File: src/rtl/uart_rx_fifo.sv
// UART receiver: 2-flop synchroniser, configurable frame format, parity/stop/break
// checking and a first-word fall-through receive FIFO with sticky overrun.
`default_nettype none

module uart_rx_fifo #(
  parameter int CLKS_PER_BIT = 217,
  parameter int DATA_BITS    = 8,
  parameter int PARITY_EN    = 0,
  parameter int PARITY_ODD   = 0,
  parameter int STOP_BITS    = 1,
  parameter int FIFO_DEPTH   = 4
) (
  input  logic                          i_Clock,
  input  logic                          reset,
  input  logic                          i_Rx_Serial,
  input  logic                          i_Rd,
  input  logic                          i_Clr_Ovr,
  output logic                          o_Valid,
  output logic [DATA_BITS-1:0]          o_Data,
  output logic                          o_Frame_Err,
  output logic                          o_Parity_Err,
  output logic [$clog2(FIFO_DEPTH):0]   o_Count,
  output logic                          o_Overrun,
  output logic                          o_Break
);

  localparam int CW = $clog2(CLKS_PER_BIT);
  localparam int AW = $clog2(FIFO_DEPTH);
  localparam int EW = DATA_BITS + 2;
  localparam logic [CW-1:0] LAST_CNT = CW'(CLKS_PER_BIT - 1);
  localparam logic [CW-1:0] HALF_CNT = CW'((CLKS_PER_BIT - 1) / 2);
  localparam logic [3:0]    LAST_DBIT = 4'(DATA_BITS - 1);
  localparam logic [3:0]    LAST_SBIT = 4'(STOP_BITS - 1);
  localparam logic          ODD_SEL   = (PARITY_ODD != 0);

  typedef enum logic [2:0] {
    S_IDLE, S_START, S_DATA, S_PARITY, S_STOP, S_BRK_WAIT
  } state_t;

  state_t                 state_q, state_d;
  logic                   meta_q, sync_q;
  logic [CW-1:0]          clk_cnt_q, clk_cnt_d;
  logic [3:0]             bit_cnt_q, bit_cnt_d;
  logic [DATA_BITS-1:0]   shift_q, shift_d;
  logic                   par_q, par_d;
  logic                   zero_q, zero_d;
  logic                   ferr_q, ferr_d;
  logic                   brk_q, brk_d;
  logic                   push, push_ferr, push_perr, tick;

  logic [EW-1:0]          mem_q [FIFO_DEPTH];
  logic [AW-1:0]          wr_ptr_q, rd_ptr_q;
  logic [AW:0]            count_q;
  logic                   ovr_q;
  logic                   pop, full, wr_en, ovr_set;
  logic [EW-1:0]          head;

  always_ff @(posedge i_Clock) begin
    if (reset) begin
      meta_q    <= 1'b1;
      sync_q    <= 1'b1;
      state_q   <= S_IDLE;
      clk_cnt_q <= '0;
      bit_cnt_q <= '0;
      shift_q   <= '0;
      par_q     <= 1'b0;
      zero_q    <= 1'b0;
      ferr_q    <= 1'b0;
      brk_q     <= 1'b0;
    end else begin
      meta_q    <= i_Rx_Serial;
      sync_q    <= meta_q;
      state_q   <= state_d;
      clk_cnt_q <= clk_cnt_d;
      bit_cnt_q <= bit_cnt_d;
      shift_q   <= shift_d;
      par_q     <= par_d;
      zero_q    <= zero_d;
      ferr_q    <= ferr_d;
      brk_q     <= brk_d;
    end
  end

  assign tick = (clk_cnt_q == LAST_CNT);

  always_comb begin
    state_d   = state_q;
    clk_cnt_d = clk_cnt_q;
    bit_cnt_d = bit_cnt_q;
    shift_d   = shift_q;
    par_d     = par_q;
    zero_d    = zero_q;
    ferr_d    = ferr_q;
    brk_d     = 1'b0;
    push      = 1'b0;
    push_ferr = ferr_q;
    push_perr = (PARITY_EN != 0) ? (par_q ^ ODD_SEL) : 1'b0;
    case (state_q)
      S_IDLE: begin
        clk_cnt_d = '0;
        bit_cnt_d = '0;
        if (!sync_q) state_d = S_START;
      end
      S_START: begin
        if (clk_cnt_q == HALF_CNT) begin
          clk_cnt_d = '0;
          if (!sync_q) begin
            state_d = S_DATA;
            par_d   = 1'b0;
            zero_d  = 1'b1;
            ferr_d  = 1'b0;
          end else begin
            state_d = S_IDLE;
          end
        end else begin
          clk_cnt_d = clk_cnt_q + CW'(1);
        end
      end
      S_DATA: begin
        if (tick) begin
          clk_cnt_d = '0;
          shift_d   = {sync_q, shift_q[DATA_BITS-1:1]};
          par_d     = par_q ^ sync_q;
          zero_d    = zero_q & ~sync_q;
          if (bit_cnt_q == LAST_DBIT) begin
            bit_cnt_d = '0;
            state_d   = (PARITY_EN != 0) ? S_PARITY : S_STOP;
          end else begin
            bit_cnt_d = bit_cnt_q + 4'd1;
          end
        end else begin
          clk_cnt_d = clk_cnt_q + CW'(1);
        end
      end
      S_PARITY: begin
        if (tick) begin
          clk_cnt_d = '0;
          par_d     = par_q ^ sync_q;
          zero_d    = zero_q & ~sync_q;
          state_d   = S_STOP;
        end else begin
          clk_cnt_d = clk_cnt_q + CW'(1);
        end
      end
      S_STOP: begin
        if (tick) begin
          clk_cnt_d = '0;
          push_ferr = ferr_q | ~sync_q;
          ferr_d    = push_ferr;
          // Break only looks at the first stop bit; later stop samples just flag framing.
          if (bit_cnt_q == 4'd0) zero_d = zero_q & ~sync_q;
          if (bit_cnt_q == LAST_SBIT) begin
            bit_cnt_d = '0;
            if (zero_d) begin
              brk_d   = 1'b1;
              state_d = S_BRK_WAIT;
            end else begin
              push    = 1'b1;
              state_d = S_IDLE;
            end
          end else begin
            bit_cnt_d = bit_cnt_q + 4'd1;
          end
        end else begin
          clk_cnt_d = clk_cnt_q + CW'(1);
        end
      end
      S_BRK_WAIT: begin
        if (sync_q) state_d = S_IDLE;
      end
      default: state_d = S_IDLE;
    endcase
  end

  assign pop     = i_Rd & (count_q != '0);
  assign full    = (count_q == (AW+1)'(FIFO_DEPTH));
  assign wr_en   = push & (~full | pop);
  assign ovr_set = push & full & ~pop;

  always_ff @(posedge i_Clock) begin
    if (reset) begin
      for (int i = 0; i < FIFO_DEPTH; i++) mem_q[i] <= '0;
      wr_ptr_q <= '0;
      rd_ptr_q <= '0;
      count_q  <= '0;
      ovr_q    <= 1'b0;
    end else begin
      if (wr_en) begin
        mem_q[wr_ptr_q] <= {push_ferr, push_perr, shift_q};
        wr_ptr_q        <= wr_ptr_q + AW'(1);
      end
      if (pop) rd_ptr_q <= rd_ptr_q + AW'(1);
      case ({wr_en, pop})
        2'b10:   count_q <= count_q + (AW+1)'(1);
        2'b01:   count_q <= count_q - (AW+1)'(1);
        default: count_q <= count_q;
      endcase
      // A fresh overrun outranks a simultaneous clear.
      if (ovr_set)        ovr_q <= 1'b1;
      else if (i_Clr_Ovr) ovr_q <= 1'b0;
    end
  end

  assign head         = mem_q[rd_ptr_q];
  assign o_Valid      = (count_q != '0);
  assign o_Data       = head[DATA_BITS-1:0];
  assign o_Parity_Err = head[DATA_BITS];
  assign o_Frame_Err  = head[DATA_BITS+1];
  assign o_Count      = count_q;
  assign o_Overrun    = ovr_q;
  assign o_Break      = brk_q;

endmodule

`default_nettype wire

File: config.mk
export PLATFORM = sky130hd
export DESIGN_NAME = uart_rx_fifo
export DESIGN_NICKNAME = d
export VERILOG_FILES = /design/src/rtl/uart_rx_fifo.sv
export SDC_FILE = /design/constraint.sdc
export NUM_CORES = 1
export LEC_CHECK = 0
export ABC_AREA = 1
export ABC_CLOCK_PERIOD_IN_PS = 2750
export BUFFER_PORTS_ARGS = -buffer_cell sky130_fd_sc_hd__buf_2
export CORE_UTILIZATION = 25
export DETAILED_ROUTE_END_ITERATION = 8
export HOLD_SLACK_MARGIN = 0.02
export PLACE_DENSITY = 0.51
export SLEW_MARGIN = 20
export SYNTH_ARGS = -nofsm -noshare
export SYNTH_HDL_FRONTEND = slang
export SYNTH_SLANG_ARGS = --single-unit
File: constraint.sdc
create_clock -name i_Clock -period 2.75 [get_ports i_Clock]
set_input_delay 0.275 -clock i_Clock [delete_from_list [all_inputs] [get_ports i_Clock]]
set_output_delay 0.275 -clock i_Clock [all_outputs]
set_load 0.01 [all_outputs]
After elaboration in Yosys (flattened, before gate mapping)
Memory sizes are Yosys's and may differ from the RTL's. A register that Yosys moved wholly into a read port is not among the register bits.
Index checks and enable logic that the tools add are counted.
{"block": "classes", "n_reduce_logical": 18, "n_bitwise": 13, "mux": 50, "n_addsub": 6, "n_eq_ne": 21}
{"op": "two-way mux 3 bit", "count": 9}
{"op": "two-way mux 1 bit", "count": 24}
{"op": "one-hot mux 8 bit (3 select lines)", "count": 1}
{"op": "inequality test 2 bit (second input constant)", "count": 9}
{"op": "one-hot mux 3 bit (6 select lines)", "count": 1}
{"op": "two-way mux 4 bit", "count": 4}
{"op": "two-way mux 8 bit", "count": 2}
{"op": "one-hot mux 4 bit (3 select lines)", "count": 1}
{"op": "nonzero test 3 bit", "count": 4}
{"op": "equality test 3 bit (second input constant)", "count": 3}
{"op": "two-way mux 9 bit", "count": 1}
{"op": "OR reduction 9 bit", "count": 1}
{"op": "adder 8 x 1 -> 8 bit (second input constant)", "count": 1}
{"op": "equality test 8 x 7 -> 1 bit (second input constant)", "count": 1}
{"op": "equality test 8 bit (second input constant)", "count": 1}
{"op": "two-way mux 2 bit", "count": 4}
{"op": "AND reduction 8 bit", "count": 1}
{"op": "equality test 3 x 2 -> 1 bit (second input constant)", "count": 2}
{"op": "inverter 1 bit", "count": 6}
{"op": "one-hot mux 3 bit (2 select lines)", "count": 1}
{"op": "AND reduction 3 bit", "count": 2}
{"op": "nonzero test 2 bit", "count": 3}
{"op": "AND 1 bit", "count": 5}
{"op": "AND reduction 5 bit", "count": 1}
{"op": "18 further kinds", "count": 20}
{"block": "word_totals", "elab_cells": 122, "ramBits": 36, "out_inout_bits": 16, "n_memories": 1, "reg_bits": 36}
{"name": "mem_q", "depth": 4, "word_bits": 9, "rd": 1, "rd_ports_with_merged_regs": 1, "wr": 4, "line": "51", "rtl": "logic [EW-1:0] mem_q [FIFO_DEPTH];"}

Longest topological paths before layout
Gate-level depths: netlist of run 1.
{"block": "logic_depth", "depth_word": 15, "ltp_mapped": 14, "mapped_depth_nobuf": 14}

Worst setup path before layout of run 1
OpenSTA, ideal clock, no wires.
{"block": "synth_path", "path_type": "reg2reg", "start": "register bit_cnt_q[0]", "end": "memory mem_q[1][0] (netlist bit), enable pin", "path_buffers": 0, "required_time_ns": 2.363, "slack_ns": 0.552, "period_less_slack_ns": 2.198, "path_stages_with_launch": 11, "arrival_time_ns": 1.810, "cell_sequence": "dfxtp_1 > inv_1 > ha_1 > nand2_1 > nor2_1 > nand2_1 > nor2_4 > nand2_2 > inv_2 > nand2_4 > o21ai_0"}
{"item": "start: declaration", "line": "43", "rtl": "logic [3:0] bit_cnt_q, bit_cnt_d;"}
{"item": "start signal: assignment", "line": "75", "rtl": "bit_cnt_q <= bit_cnt_d;"}
{"item": "end: declaration", "line": "51"}

==> results.rst, run 1 <==
.. list-table::
   :header-rows: 1

   * - Metric
     - Value
   * - Status
     - completed
   * - Largest net degree at the start of global routing
     - 26
   * - Number of CTS-inserted buffers
     - 9
   * - Width of the die
     - 120 um
   * - Initial detailed-routing violation count
     - 230
   * - Main combinational cell family by area after synthesis
     - simple AND/OR/NAND/NOR gates
   * - CTS sink count
     - 74
   * - Post-synthesis sequential area ratio
     - 0.528
   * - Total routed wirelength
     - 7400 um
   * - Capture instance of the worst register-to-register path
     - mem_q[0][4]
   * - Max transition margin
     - 0.660
   * - Top cells by area in the synthesized netlist
     - sky130_fd_sc_hd__edfxtp_1 31%, sky130_fd_sc_hd__dfxtp_1 22%, sky130_fd_sc_hd__nor2_1 6.9%, sky130_fd_sc_hd__nand2_1 6.8%, sky130_fd_sc_hd__o21ai_0 5.9%
   * - Clock network fraction of total power
     - 0.337
   * - Termination of the worst setup path
     - mem_q[0][4]
   * - NetSw
     - 1.22 mW
   * - Dominant cell by count in the synthesized netlist
     - sky130_fd_sc_hd__nor2_1
   * - Fraction of the mapped netlist area in adder cells
     - 0.0201
   * - Maximum root-to-sink buffer count
     - 2
   * - Setup ws final
     - 0.607 ns
   * - Library cell used as clock root buffer
     - sky130_fd_sc_hd__clkbuf_16
   * - Cells on worst reg2reg path
     - 12
   * - Maximum clock skew at final layout
     - 0.00698 ns
   * - Number of input and output port buffers inserted
     - 19
   * - Number of fillers in the final layout
     - 1397
   * - Max stage delay cell, worst path
     - sky130_fd_sc_hd__dfxtp_1
   * - Post-DP HPWL
     - 5260 um
   * - Actual transition at the worst max-transition pin
     - 0.510 ns
   * - Net count after synthesis
     - 415
   * - Share of layout cells above drive strength 1
     - 0.161
   * - Sum Neg Setup Slack
     - 0 ns
   * - Initial Util
     - 0.260
   * - Total I/O pin count
     - 21
   * - Crit path kind
     - flip-flop to flip-flop
   * - Achievable clock frequency
     - 467 MHz
   * - HP Class
     - input pin to flip-flop
   * - Total Die Area
     - 14400 um2
   * - Cell-by-cell listing of the critical path
     - inv_1, ha_1, nand2_1, nor2_1, nand2_1, nor2_4, nand2_2, inv_2, nand2_4, nor2_8, nand3_4, nand2_1
   * - Asr flop ratio synth
     - 0
   * - Number of cells upsized or downsized after cts
     - 0
   * - Post-synthesis cell count
     - 405
   * - Mapped cell area
     - 3490 um2
   * - Fraction of power consumed by sequential logic
     - 0.384
   * - Int Power
     - 2.30 mW
   * - Worst R2R Setup Slack
     - 0.61 ns
   * - Compound-gate portion of the synthesized area
     - 0.117
   * - Number of H-tree levels
     - 3
   * - Highest fanout seen on the critical path
     - 10
   * - Number of remaining DRC errors
     - 0
   * - Static leakage
     - 1.51 nW
   * - Vias after detailed routing
     - 2677
   * - Height of the chip
     - 120 um
   * - Cell area after placement
     - 3780 um2
   * - Xor and xnor fraction of the mapped netlist area
     - 0.00502
   * - Hold Path Stages
     - 2
   * - Primary flip-flop cell chosen by synthesis mapping
     - sky130_fd_sc_hd__dfxtp_1
   * - Overall track demand over capacity in global routing
     - 0.114
   * - Gp weighted congestion
     - 0.807
   * - Combinational group share of total power
     - 0.279
   * - Highest cell delay on the worst timing path
     - 0.33 ns
   * - Tmin final
     - 2.14 ns
   * - Critical Path Sink Type
     - flip-flop
   * - Sum of internal, switching and leakage power
     - 3.51 mW
   * - CTS tree
     - yes
   * - Net count of the finished layout
     - 439
   * - Fin Hold WS
     - 0.131 ns
   * - Fin util
     - 0.304
   * - Unique masters post-synth
     - 35
   * - Most frequent CP cell
     - sky130_fd_sc_hd__nand2_1
   * - Clock edge transition at the registers on the reported setup and hold paths
     - 0.06 ns
   * - Std cell rows
     - 42
   * - Wire per inst
     - 12.1 um
   * - Placeable Area
     - 13400 um2
   * - Post-layout instance count excluding filler cells
     - 610
   * - Synth warn
     - 0
   * - Simple-gate area share of the yosys netlist
     - 0.256
   * - Number of inserted diodes
     - 0
   * - Layout-stage area growth over the synthesis result
     - 16.9%
   * - Library cell with the largest summed area after synthesis
     - sky130_fd_sc_hd__edfxtp_1
   * - Post-DRT Antenna Nets
     - 0
   * - Family with the most delay on the worst path
     - simple AND/OR/NAND/NOR gates
   * - Number of violations of the max-capacitance limit
     - 0
   * - Clock latency on the worst-skew pair
     - 0.34 ns
   * - Antenna violations before repair
     - 0
   * - Endpoint required time on the critical path
     - 2.75 ns
   * - Logic depth of the worst setup path including buffers
     - 12
   * - Hold bufs inserted after CTS
     - 0
   * - Global-route wire length before repair
     - 12600 um
   * - Vias in the first global route
     - 2624
   * - Total global routing overflow
     - 0
   * - Share of cell area taken by muxes after synthesis
     - 0
   * - Critical Path Start Type
     - flip-flop
   * - RSZ-0062 raised after global routing
     - no
   * - Synth top cells by count
     - 64 x sky130_fd_sc_hd__nor2_1, 63 x sky130_fd_sc_hd__nand2_1, 42 x sky130_fd_sc_hd__inv_1
   * - Power density cells
     - 861 nW/um2
   * - Critical path arrival
     - 2.14 ns
   * - Count of final setup violators
     - 0
   * - Count of pins over their slew limit
     - 0
   * - Origin of the worst setup path
     - bit_cnt_q[0]
   * - Cell Count Post-Placement
     - 594
   * - Number of post-CTS setup repair buffers
     - 0
   * - Synth Area per Inst
     - 8.61 um2
   * - Synth top area share
     - 0.310
   * - Part of the cycle the worst path needs
     - 0.779
   * - Buffer and inverter count on the worst path
     - 2
   * - DR pass1 iterations
     - 4
   * - Worst voltage drop across the vdd grid
     - 0.000252 V
   * - Final hold vios
     - 0
   * - Sw frac
     - 0.346
   * - Yosys reg bits
     - 74
   * - Vias per std cell
     - 4.39
   * - Final std cell area, no fill
     - 4080 um2
   * - Number of enable-type register cells in the synthesized netlist
     - 36
   * - Reg2reg start
     - bit_cnt_q[0]
   * - Worst setup slack after placement
     - 0.583 ns
[power groups by stage]
| stage | Sequential [mW] | Combinational [mW] | Clock [mW] |
|---|---|---|---|
| 2_1_floorplan | 1.35 | 0.730 | 0 |
| 3_3_place_gp | 1.37 | 0.976 | 0 |
| 3_5_place_dp | 1.37 | 0.986 | 0 |
| 4_1_cts | 1.35 | 0.990 | 1.21 |
| 5_1_grt | 1.36 | 1.12 | 1.27 |
| 6_report | 1.35 | 0.979 | 1.18 |
[cell type report]
class	instances	area, um2	share of cell area
Multi-Input combinational cell	270	1390	0.341
Tap cell	176	220	0.0540
Sequential cell	74	1840	0.452
Inverter	50	190	0.0466
Clock inverter	7	76.3	0.0187
Clock buffer	9	225	0.0552
Timing Repair Buffer	24	133	0.0325
[worst reg2reg max path: stages (launching register included)]
cell and delay [ns]:
sky130_fd_sc_hd__dfxtp_1 0.33, sky130_fd_sc_hd__inv_1 0.09, sky130_fd_sc_hd__ha_1 0.19, sky130_fd_sc_hd__nand2_1 0.06, sky130_fd_sc_hd__nor2_1 0.12, sky130_fd_sc_hd__nand2_1 0.12
sky130_fd_sc_hd__nor2_4 0.11, sky130_fd_sc_hd__nand2_2 0.06, sky130_fd_sc_hd__inv_2 0.07, sky130_fd_sc_hd__nand2_4 0.07, sky130_fd_sc_hd__nor2_8 0.13, sky130_fd_sc_hd__nand3_4 0.14
sky130_fd_sc_hd__nand2_1 0.33
[worst min-delay path by stage]
| stage | startpoint | endpoint | slack (ns) |
|---|---|---|---|
| after floorplan | i_Rx_Serial | meta_q | 0.38 |
| after global placement | meta_q | sync_q | 0.39 |
| after detailed placement | meta_q | sync_q | 0.40 |
| after CTS | i_Rx_Serial | meta_q | 0.12 |
| after global routing | i_Rx_Serial | meta_q | 0.12 |
| final | i_Rx_Serial | meta_q | 0.13 |
[registers in the layout (all words and copies together), names as in the netlist, 2 cells and up, named ones only]
signal and cells:
mem_q 36, clk_cnt_q 8, shift_q 8, bit_cnt_q 4, o_Count 3, state_q 3
rd_ptr_q 2, wr_ptr_q 2
[layout by cell type (no fill, tap or decap), types with 3 or more instances in the layout]
| cell type | Yosys | final |
|---|---|---|
| sky130_fd_sc_hd__inv_2 | 5 | 5 |
| sky130_fd_sc_hd__buf_2 | 0 | 19 |
| sky130_fd_sc_hd__a21oi_1 | 24 | 24 |
| sky130_fd_sc_hd__ha_1 | 4 | 4 |
| sky130_fd_sc_hd__nor2_1 | 64 | 64 |
| sky130_fd_sc_hd__clkinv_1 | 2 | 3 |
| sky130_fd_sc_hd__nor3_2 | 13 | 13 |
| sky130_fd_sc_hd__clkbuf_16 | 0 | 9 |
| sky130_fd_sc_hd__o22ai_1 | 9 | 9 |
| sky130_fd_sc_hd__inv_6 | 0 | 3 |
| sky130_fd_sc_hd__nand3_1 | 14 | 14 |
| sky130_fd_sc_hd__nand2_2 | 4 | 4 |
| sky130_fd_sc_hd__nand2_1 | 63 | 63 |
| sky130_fd_sc_hd__edfxtp_1 | 36 | 36 |
| sky130_fd_sc_hd__o21ai_0 | 41 | 41 |
| sky130_fd_sc_hd__inv_1 | 42 | 42 |
| sky130_fd_sc_hd__dfxtp_1 | 38 | 38 |
| sky130_fd_sc_hd__nor3_1 | 11 | 11 |
| sky130_fd_sc_hd__buf_4 | 2 | 5 |
| sky130_fd_sc_hd__nand4_1 | 4 | 4 |
[metal layers]
metal  track usage  wire [um]
met5             0          0
met3        0.0352        243
met4        0.0523        160
met1         0.142       3610
met2         0.179       3390
[cells by family after synthesis]
logic type	after synthesis
and+or+nand+nor	184
AOI/OAI and AO/OA	78
DFF	74
buffers and inverters	61
adders and majority gates	5
xor gates and xnor gates	2
other	1
Note: power is estimated with default switching activity, not from simulation.
==> run 2: changes to the inputs <==
ABC_AREA = 0   (was 1)
ABC_CLOCK_PERIOD_IN_PS = 2100   (was 2750)
PLACE_DENSITY = 0.5   (was 0.51)
clock period = 2.1 ns   (was 2.75 ns; I/O delays follow)
==> results.rst, run 2 <==
.. list-table::
   :header-rows: 1

   * - Metric
     - Value
   * - Gp weighted congestion
     - 0.750 (was 0.807)
   * - Width of the die
     - 122 um (was 120 um)
   * - Origin of the worst setup path
     - clk_cnt_q[0] (was bit_cnt_q[0])
   * - Maximum clock skew at final layout
     - 0.00742 ns (was 0.00698 ns)
   * - Synth top cells by count
     - 38 x sky130_fd_sc_hd__dfxtp_1, 36 x sky130_fd_sc_hd__edfxtp_1, 34 x sky130_fd_sc_hd__nor2_1 (was 64 x sky130_fd_sc_hd__nor2_1, 63 x sky130_fd_sc_hd__nand2_1, 42 x sky130_fd_sc_hd__inv_1)
   * - Vias after detailed routing
     - 2680 (was 2677)
   * - Asr flop ratio synth
     - 0 (unchanged)
   * - Sum of internal, switching and leakage power
     - 4.21 mW (was 3.51 mW)
   * - Clock edge transition at the registers on the reported setup and hold paths
     - 0.06 ns (about the same)
   * - Max transition margin
     - 0.586 (was 0.660)
   * - Height of the chip
     - 122 um (was 120 um)
   * - Total Die Area
     - 15000 um2 (was 14400 um2)
   * - Count of pins over their slew limit
     - 0 (unchanged)
   * - Layout-stage area growth over the synthesis result
     - 29.8% (was 16.9%)
   * - Primary flip-flop cell chosen by synthesis mapping
     - sky130_fd_sc_hd__dfxtp_1 (unchanged)
   * - Endpoint required time on the critical path
     - 2.33 ns (was 2.75 ns)
   * - Clock latency on the worst-skew pair
     - 0.34 ns (about the same)
   * - Number of inserted diodes
     - 0 (unchanged)
   * - Hold Path Stages
     - 2 (unchanged)
   * - RSZ-0062 raised after global routing
     - yes (was no)
   * - Number of H-tree levels
     - 3 (unchanged)
   * - Tmin final
     - 2.18 ns (was 2.14 ns)
   * - Number of CTS-inserted buffers
     - 9 (unchanged)
   * - Global-route wire length before repair
     - 13300 um (was 12600 um)
   * - Hold endpoint
     - meta_q (unchanged)
   * - Count of final setup violators
     - 13 (was 0)
   * - Largest net degree at the start of global routing
     - 20 (was 26)
   * - Sum Neg Setup Slack
     - -0.385 ns (was 0 ns)
   * - Final hold vios
     - 0 (unchanged)
   * - Number of remaining DRC errors
     - 0 (unchanged)
   * - Post-DP HPWL
     - 5650 um (was 5260 um)
   * - Library cell used as clock root buffer
     - sky130_fd_sc_hd__clkbuf_16 (unchanged)
   * - Yosys reg bits
     - 74 (unchanged)
   * - Most common cell after layout, fill and taps aside
     - sky130_fd_sc_hd__buf_4 (was sky130_fd_sc_hd__nor2_1)
   * - Share of layout cells above drive strength 1
     - 0.336 (was 0.161)
   * - Vias per std cell
     - 4.68 (was 4.39)
   * - CTS tree
     - yes (unchanged)
   * - Post-synthesis cell count
     - 329 (was 405)
   * - Synth top area share
     - 0.299 (was 0.310)
   * - Maximum root-to-sink buffer count
     - 2 (unchanged)
   * - Initial Util
     - 0.259 (was 0.260)
   * - Worst setup slack after placement
     - -0.0527 ns (was 0.583 ns)
   * - Most used cells in the layout excluding fill and tap cells
     - 43 x sky130_fd_sc_hd__buf_4, 36 x sky130_fd_sc_hd__dfxtp_1, 36 x sky130_fd_sc_hd__edfxtp_1 (was 64 x sky130_fd_sc_hd__nor2_1, 63 x sky130_fd_sc_hd__nand2_1, 42 x sky130_fd_sc_hd__inv_1)
   * - Number of input and output port buffers inserted
     - 19 (unchanged)
   * - Number of enable-type register cells in the synthesized netlist
     - 36 (unchanged)
   * - DR pass1 iterations
     - 4 (unchanged)
   * - Initial detailed-routing violation count
     - 151 (was 230)
   * - Total routed wirelength
     - 8320 um (was 7400 um)
   * - HP Class
     - input pin to flip-flop (unchanged)
   * - Cell area after placement
     - 4190 um2 (was 3780 um2)
   * - Crit path kind
     - flip-flop to flip-flop (unchanged)
   * - Critical path arrival
     - 2.41 ns (was 2.14 ns)
   * - Placeable Area
     - 14000 um2 (was 13400 um2)
   * - Top cells by area in the synthesized netlist
     - sky130_fd_sc_hd__edfxtp_1 30%, sky130_fd_sc_hd__dfxtp_1 21%, sky130_fd_sc_hd__mux4_2 5.6%, sky130_fd_sc_hd__nor2_1 3.5%, sky130_fd_sc_hd__and3_1 3.1% (was sky130_fd_sc_hd__edfxtp_1 31%, sky130_fd_sc_hd__dfxtp_1 22%, sky130_fd_sc_hd__nor2_1 6.9%, sky130_fd_sc_hd__nand2_1 6.8%, sky130_fd_sc_hd__o21ai_0 5.9%)
   * - Wire per inst
     - 14.5 um (was 12.1 um)
   * - Actual transition at the worst max-transition pin
     - 0.615 ns (was 0.510 ns)
   * - Fin util
     - 0.336 (was 0.304)
   * - Vias in the first global route
     - 2589 (was 2624)
   * - Achievable clock frequency
     - 458 MHz (was 467 MHz)
   * - Library cell with the largest summed area after synthesis
     - sky130_fd_sc_hd__edfxtp_1 (unchanged)
   * - Final std cell area, no fill
     - 4700 um2 (was 4080 um2)
   * - Violations in the final reports
     - negative setup slack
   * - Net count of the finished layout
     - 398 (was 439)
   * - Capture instance of the worst register-to-register path
     - o_Count[2] (was mem_q[0][4])
   * - Post-synthesis sequential area ratio
     - 0.509 (was 0.528)
   * - Synth Area per Inst
     - 11.0 um2 (was 8.61 um2)
   * - Cells on worst reg2reg path
     - 10 (was 12)
   * - Dominant cell by count in the synthesized netlist
     - sky130_fd_sc_hd__dfxtp_1 (was sky130_fd_sc_hd__nor2_1)
   * - Total I/O pin count
     - 21 (unchanged)
   * - Setup ws final
     - -0.0850 ns (was 0.607 ns)
   * - Power density cells
     - 896 nW/um2 (was 861 nW/um2)
   * - Worst voltage drop across the vdd grid
     - 0.000389 V (was 0.000252 V)
   * - Part of the cycle the worst path needs
     - 1.04 (was 0.779)
   * - Number of violations of the max-capacitance limit
     - 0 (unchanged)
   * - Post-DRT Antenna Nets
     - 0 (unchanged)
   * - Std cell rows
     - 43 (was 42)
   * - Reg2reg start
     - clk_cnt_q[0] (was bit_cnt_q[0])
   * - Total global routing overflow
     - 0 (unchanged)
   * - Critical Path Sink Type
     - flip-flop (unchanged)
   * - Worst R2R Setup Slack
     - -0.08 ns (was 0.61 ns)
   * - Critical Path Start Type
     - flip-flop (unchanged)
   * - Status
     - complete, but fails checks (was completed)
   * - Overall track demand over capacity in global routing
     - 0.117 (was 0.114)
   * - Mapped cell area
     - 3620 um2 (was 3490 um2)
   * - Registers with the most flip-flops
     - mem_q: 36 flops, clk_cnt_q: 8 flops, shift_q: 8 flops (unchanged)
   * - Hold bufs inserted after CTS
     - 0 (unchanged)
   * - Highest fanout seen on the critical path
     - 3 (was 10)
   * - Synth warn
     - 0 (unchanged)
   * - Flip-flop count of the largest register, all copies and words added
     - 36 (unchanged)
   * - CTS sink count
     - 74 (unchanged)
   * - Unique masters post-synth
     - 59 (was 35)
   * - Net count after synthesis
     - 339 (was 415)
   * - Static leakage
     - 1.75 nW (was 1.51 nW)
   * - Launch point of the worst hold path
     - i_Rx_Serial (unchanged)
   * - Register name with the most flops
     - mem_q (unchanged)
   * - Antenna violations before repair
     - 0 (unchanged)
run 2: cell types whose count changed after synthesis, sizes merged, moves of 5 or more:
cell / change
clkbuf: +6
mux2i: +11
a21oi: -10
nor3: -17
buf: +6
and3: +18
nand2: -53
nand3: -5
nor2: -34
inv: -35
o22ai: -8
and2: +17
o21ai: -33
mux4: +9
run 2: area by class of cell:
cell class / instances / area (um2)
fillers: 1399 / 9290
flip-flops and latches: 74 / 1840
multi-input cells: 223 / 1790
repair buffers: 67 / 483
clock buffers: 9 / 225
well taps: 180 / 225
clock inverters: 7 / 82.6
inverters: 13 / 48.8
run 2: worst max-delay path by stage:
stage | endpoint | slack [ns] | cells past startpoint
after global routing | o_Count[2] | -0.20 | 10
final | o_Count[2] | -0.08 | 10
after global placement | o_Count[2] | -0.02 | 10
after floorplan | o_Count[2] | -0.17 | 10
after CTS | o_Count[2] | -0.07 | 10
after detailed placement | o_Count[2] | -0.05 | 10
run 2: power by group:
part	internal, mW	switching [mW]
Clock	0.942	0.677
Combinational	0.445	0.484
Sequential	1.61	0.0533
Total	2.99	1.21
run 2: critical path: stages, from the launching register on:
cell and delay [ns]:
sky130_fd_sc_hd__dfxtp_2 0.32, sky130_fd_sc_hd__inv_2 0.06, sky130_fd_sc_hd__ha_4 0.12, sky130_fd_sc_hd__nand4b_1 0.12, sky130_fd_sc_hd__or2_4 0.27, sky130_fd_sc_hd__or3_4 0.39, sky130_fd_sc_hd__nand2_4 0.07, sky130_fd_sc_hd__fa_1 0.19
sky130_fd_sc_hd__nor3_2 0.05, sky130_fd_sc_hd__a21oi_1 0.14, sky130_fd_sc_hd__mux2_1 0.33
run 2: metrics by stage:
step,hold slack [ns],cells
floorplan,0.314,329
global placement,0.397,546
detailed placement,0.405,546
CTS,0.0719,562
global route,0.0838,573
finish,0.0676,573
run 2: kinds of logic after synthesis:
| logic type | count (synthesis) | share of synthesized area |
|---|---|---|
| and+or+nand+nor | 134 | 0.216 |
| DFF | 74 | 0.509 |
| AOI/OAI and AO/OA | 51 | 0.0982 |
| buffers and inverters | 36 | 0.0450 |
| muxes | 23 | 0.0992 |
| adders and majority gates | 5 | 0.0194 |
| xor gates and xnor gates | 5 | 0.0121 |
| other | 1 | 0.00104 |
run 2: layer usage:
layer  up-vias  global-route usage  wire length [um]
met2        42               0.190              4070
met3        10              0.0293               245
met5         -                   0                 0
li1       1324                   -                 -
met4         0              0.0396               106
met1      1304               0.151              3890
run 2: repair_timing:
| action | CTS | global route |
|---|---|---|
| cloned | 0 | 4 |
| gates resized for setup | 1 | 24 |
| pin swaps | 0 | 10 |
| setup endpoints to repair | 7 | 51 |
| setup buffers | 0 | 7 |
